### src/rtl/mem_port_arbiter_pkg.sv
// Shared types for the fetch/data memory port arbiter: FSM states, owner tags
// and the width of the data-streak counter.
package mem_port_arbiter_pkg;

  typedef enum logic [1:0] {
    ST_IDLE = 2'd0,
    ST_REQ  = 2'd1,
    ST_WAIT = 2'd2,
    ST_DONE = 2'd3
  } state_t;

  typedef enum logic {
    OWN_IF = 1'b0,
    OWN_D  = 1'b1
  } owner_t;

  localparam int STREAK_W = 4;

  function automatic logic is_misaligned(input logic [1:0] lsb);
    return lsb != 2'b00;
  endfunction

endpackage

### src/rtl/mem_port_arbiter.sv
// Shares one single-ported memory between the fetch port and the load/store
// port, one transaction at a time, with a streak limit that keeps fetch from starving.
module mem_port_arbiter
  import mem_port_arbiter_pkg::*;
#(
  parameter int ADDR_W       = 32,
  parameter int DATA_W       = 32,
  parameter int MAX_D_STREAK = 4
) (
  input  logic                clk,
  input  logic                reset,
  input  logic                if_req,
  input  logic [ADDR_W-1:0]   if_addr,
  output logic [DATA_W-1:0]   if_rdata,
  output logic                if_ack,
  output logic                if_err,
  output logic                if_stall,
  input  logic                d_req,
  input  logic                d_we,
  input  logic [ADDR_W-1:0]   d_addr,
  input  logic [DATA_W-1:0]   d_wdata,
  output logic [DATA_W-1:0]   d_rdata,
  output logic                d_ack,
  output logic                d_err,
  output logic                d_stall,
  output logic                mem_req,
  output logic                mem_we,
  output logic [ADDR_W-1:0]   mem_addr,
  output logic [DATA_W-1:0]   mem_wdata,
  input  logic                mem_gnt,
  input  logic                mem_rvalid,
  input  logic [DATA_W-1:0]   mem_rdata,
  output logic [1:0]          fsm_state,
  output logic [STREAK_W-1:0] streak_count
);

  localparam logic [STREAK_W-1:0] STREAK_MAX = STREAK_W'(MAX_D_STREAK);
  localparam logic [STREAK_W-1:0] STREAK_ONE = STREAK_W'(1);

  state_t              state;
  owner_t              owner;
  logic [STREAK_W-1:0] streak;

  logic                grant_d;
  logic                grant_any;
  logic                misaligned;
  logic                resp_done;
  logic [ADDR_W-1:0]   sel_addr;
  logic [STREAK_W-1:0] streak_next;

  // Data normally wins; a waiting fetch is forced through once the streak is full.
  always_comb begin
    grant_d     = d_req && !(if_req && (streak == STREAK_MAX));
    grant_any   = d_req || if_req;
    sel_addr    = grant_d ? d_addr : if_addr;
    misaligned  = is_misaligned(sel_addr[1:0]);
    streak_next = '0;
    if (grant_d && if_req)
      streak_next = (streak == STREAK_MAX) ? streak : streak + STREAK_ONE;
    resp_done   = ((state == ST_REQ) && mem_gnt && mem_rvalid) ||
                  ((state == ST_WAIT) && mem_rvalid);
  end

  always_ff @(posedge clk) begin
    if (reset) begin
      state     <= ST_IDLE;
      owner     <= OWN_IF;
      streak    <= '0;
      mem_req   <= 1'b0;
      mem_we    <= 1'b0;
      mem_addr  <= '0;
      mem_wdata <= '0;
      if_ack    <= 1'b0;
      if_err    <= 1'b0;
      d_ack     <= 1'b0;
      d_err     <= 1'b0;
      if_rdata  <= '0;
      d_rdata   <= '0;
    end else begin
      if_ack <= 1'b0;
      d_ack  <= 1'b0;
      case (state)
        ST_IDLE: begin
          if (grant_any) begin
            owner  <= grant_d ? OWN_D : OWN_IF;
            streak <= streak_next;
            if (misaligned) begin
              state <= ST_DONE;
              if (grant_d) begin
                d_ack   <= 1'b1;
                d_err   <= 1'b1;
                d_rdata <= '0;
              end else begin
                if_ack   <= 1'b1;
                if_err   <= 1'b1;
                if_rdata <= '0;
              end
            end else begin
              state     <= ST_REQ;
              mem_req   <= 1'b1;
              mem_we    <= grant_d && d_we;
              mem_addr  <= {sel_addr[ADDR_W-1:2], 2'b00};
              mem_wdata <= grant_d ? d_wdata : '0;
            end
          end
        end
        ST_REQ: begin
          if (mem_gnt) begin
            mem_req <= 1'b0;
            state   <= mem_rvalid ? ST_DONE : ST_WAIT;
          end
        end
        ST_WAIT: begin
          if (mem_rvalid) state <= ST_DONE;
        end
        ST_DONE: state <= ST_IDLE;
        default: state <= ST_IDLE;
      endcase

      // Stores complete without touching the returned data register.
      if (resp_done) begin
        if (owner == OWN_D) begin
          d_ack <= 1'b1;
          d_err <= 1'b0;
          if (!mem_we) d_rdata <= mem_rdata;
        end else begin
          if_ack   <= 1'b1;
          if_err   <= 1'b0;
          if_rdata <= mem_rdata;
        end
      end
    end
  end

  assign if_stall     = if_req & ~if_ack;
  assign d_stall      = d_req & ~d_ack;
  assign fsm_state    = state;
  assign streak_count = streak;

endmodule

### config.mk
export PLATFORM = sky130hd
export DESIGN_NAME = mem_port_arbiter
export DESIGN_NICKNAME = d
export VERILOG_FILES = /design/src/rtl/mem_port_arbiter_pkg.sv /design/src/rtl/mem_port_arbiter.sv
export SDC_FILE = /design/constraint.sdc
export NUM_CORES = 1
export LEC_CHECK = 0
export CORE_MARGIN = 8
export CORE_UTILIZATION = 44
export DETAILED_ROUTE_END_ITERATION = 10
export PLACE_DENSITY = 0.95
export SLEW_MARGIN = 40
export SYNTH_ARGS = -nofsm -noshare
export SYNTH_HDL_FRONTEND = slang
export SYNTH_SLANG_ARGS = --single-unit
### constraint.sdc
create_clock -name clk -period 5.2 [get_ports clk]
set_input_delay 1.04 -clock clk [delete_from_list [all_inputs] [get_ports clk]]
set_output_delay 1.04 -clock clk [all_outputs]
set_load 0.01 [all_outputs]
==> flow_metrics.py <==
metrics = {
    "outcome": {
        "status": "completed",
    },
    "critical_path": {
        "crit_required_ns": 4.16,
        "crit_path_frequent_cell": "clkdlybuf4s50_1",
        "critPathArrivalTime_ns": 2.80,
        "ff2ff_path_depth": 8,
        "path_cells": "clkdlybuf4s50_1 -> nor2b_1 -> clkdlybuf4s50_1",
        "crit_slowest_cell": "clkdlybuf4s50_1",
        "r2r-start": "fsm_state[0]",
        "r2r_slack_ns": 2.53,
        "worstSetupEndpointType": "output port",
        "worstPathMaxFanout": 15,
        "r2r_end": "mem_addr[9]",
        "critPathLaunch": "d_req",
        "worstSetupStartpointType": "input pin",
        "crit_type": "in2out",
        "slowest_delay_ns": 0.93,
    },
    "logic_synthesis": {
        "synth_area_leaders": "dfxtp_1 (49%), a22o_1 (10%), a211oi_2 (6.8%)",
        "async_flop_share": 0,
        "yosysTopAreaCellShare": 0.487,
        "synth_edf_count": 0,
        "synth_common_cells": "dfxtp_1 (139), a22o_1 (65), nand2_1 (39), a21oi_1 (38)",
        "netlist_area_sq_mm": 0.00571,
        "synth-seq-cells": 139,
        "yosysSeqAreaShare": 0.487,
        "synthCells": 593,
        "synth-warning-count": 0,
        "synth_cell_type_count": 44,
        "yosysMostFrequentCell": "dfxtp_1",
        "synth_ff_type": "dfxtp_1",
        "synth_top_area_cell": "dfxtp_1",
        "syn_area_per_cell_sq_um": 9.63,
    },
    "clock_network": {
        "cts_buffers": 17,
        "htreeDepth": 4,
        "postCtsSetupBuffers": 0,
        "cts_resized": 0,
        "ctsHoldBuffers": 0,
        "insertion_delay_ns": 0.42,
        "tritoncts": "built",
        "clock_path_buffers": 2,
        "path_clk_slew_ns": 0.06,
        "root_buffer": "clkbuf_16",
        "clock-sinks": 139,
    },
    "timing": {
        "period_share": 0.739,
        "timing.fmax_ghz": 0.260,
        "worst_pin_slew_ns": 0.856,
        "relSlewSlack": 0.429,
        "period_minus_slack_ns": 3.84,
        "fin_worst_skew_ns": 0.0147,
        "drv_slew": 0,
        "hold_viol_final": 0,
        "fin_ws_ns": 1.36,
        "setup_tns_ns": 0,
        "setup_viol": 0,
        "rsz0062_at_grt": "false",
    },
    "die": {
        "placementRows": 41,
        "die_area_sq_mm": 0.0169,
        "io_pins": 277,
        "core-area_sq_mm": 0.0127,
        "fp.dieH_microns": 130,
        "die_width_microns": 130,
        "start_util": 0.451,
    },
    "final_layout": {
        "drive_above_1_share": 0.112,
        "instances_no_fill": 1023,
        "syn2layout_area_growth_pct": 59.6,
        "final_util": 0.720,
        "antenna_cells": 0,
        "finalInstanceArea_sq_mm": 0.00912,
        "layout.nets": 979,
    },
    "hold_path": {
        "hold_depth": 2,
        "min_path_type": "reg2reg",
        "holdCritStartpoint": "mem_addr[14]",
        "whs_endpoint": "mem_addr[14]",
    },
    "routing": {
        "drcViolationCount": 0,
        "antenna_left": 0,
        "wl_per_cell_microns": 21.4,
        "num_vias": 5839,
        "dr.pass1.iters": 5,
        "routedLengthMet1_microns": 8060,
        "top_layer": "met4",
        "wl_met3_microns": 1950,
        "drt-total-wl_microns": 21900,
        "drtIter0Drc": 382,
        "vias_per_cell": 5.71,
        "wl_met2_microns": 11000,
    },
    "place": {
        "placed_cells": 991,
        "port_buffers": 274,
        "dp_hpwl_microns": 15800,
        "finalWeightedCongestion": 0.822,
        "placed_area_sq_mm": 0.00853,
        "dp_worst_setup_slack_ns": 1.24,
    },
    "power": {
        "ir_drop_mv": 0.263,
        "cellLeakagePower_uw": 0.00318,
        "powerDensity_mw_per_mm2": 372,
    },
    "grt": {
        "grt_first_pass_wirelength_microns": 32200,
        "overflow": 0,
        "antenna_found_initial": 0,
        "gr-usage-all-layers": 0.249,
        "grt_pass1_vias": 5957,
        "grt_max_degree": 49,
    },
    "flow_run": {
        "drv_cap": 0,
    },
}
[sequential cells by signal, summed over array words and instances (netlist names), 2 cells and up]
| signal | count |
|---|---|
| d_rdata | 32 |
| mem_wdata | 32 |
| if_rdata | 32 |
| fsm_state | 2 |
| mem_addr | 30 |
| streak_count | 4 |
[metrics by stage]
stage                     power [uW]  hold WS, ns
after floorplan                 1750        0.474
after global placement          2180        0.449
after detailed placement        2220        0.453
after CTS                       3390        0.462
final                           3390        0.459
after global routing            3520        0.481
[critical path: cells and delay by family]
kind / cells / cell delay, ns
buffers and inverters: 2 / 1.53
and+or+nand+nor: 1 / 0.22
[worst max-delay path by stage]
stage | cells past startpoint | slack (ns) | to
after detailed placement | 6 | 1.24 | d_rdata[15]
after global routing | 3 | 1.34 | d_stall
after CTS | 3 | 1.40 | d_stall
final | 3 | 1.36 | d_stall
after global placement | 5 | 1.26 | mem_addr[13]
after floorplan | 3 | 2.49 | d_stall
[final cells by class]
cell class	instances	area (sq um)
clock buffers	20	467
clock inverters	11	113
fillers	891	3550
inverters	37	139
multi-input cells	355	2520
flip-flops and latches	139	2780
well taps	172	215
repair buffers	289	2880
[cells by family after synthesis]
kind of cell    Yosys count  share of synthesized area
compound gates          183                      0.269
fa+ha+maj                 5                     0.0110
buf+inv                 100                     0.0780
flops                   139                      0.487
other cells               1                   0.000656
simple gates            165                      0.155
[metal layers]
metal,up-vias,track usage
li1,2686,-
met1,2749,0.263
met2,342,0.440
met3,62,0.0734
met4,0,0.137
met5,-,0
[placed cells by master (no fill, tap or decap), types with 2 or more instances in the layout]
master and count:
a21oi_1 38, conb_1 2, o31ai_1 30, inv_1 35, nand2_1 38, ha_1 5, dfxtp_1 139, buf_4 14
o21a_1 3, nand2b_1 3, clkinv_4 4, nor3_1 31, inv_2 2, clkbuf_16 17, a221oi_1 2, a31oi_1 2
nand4b_1 2, clkinvlp_4 3, nor2b_1 4, a211oi_2 31, clkdlybuf4s50_1 273, nor2_1 6, o2bb2ai_1 2, nand4_1 33
nor3_4 2, nand3_1 34, a22o_1 65, clkbuf_8 3, o22ai_1 2, or2_2 2
[power by group]
part | leakage [uW] | total, uW | internal (uW) | switching (uW)
combinational | 0.00178 | 955 | 460 | 495
sequential | 0.00113 | 1260 | 1190 | 75.4
clock | 0.000277 | 1170 | 699 | 473
total | 0.00318 | 3390 | 2340 | 1040
Note: power is estimated with default switching activity, not from simulation.
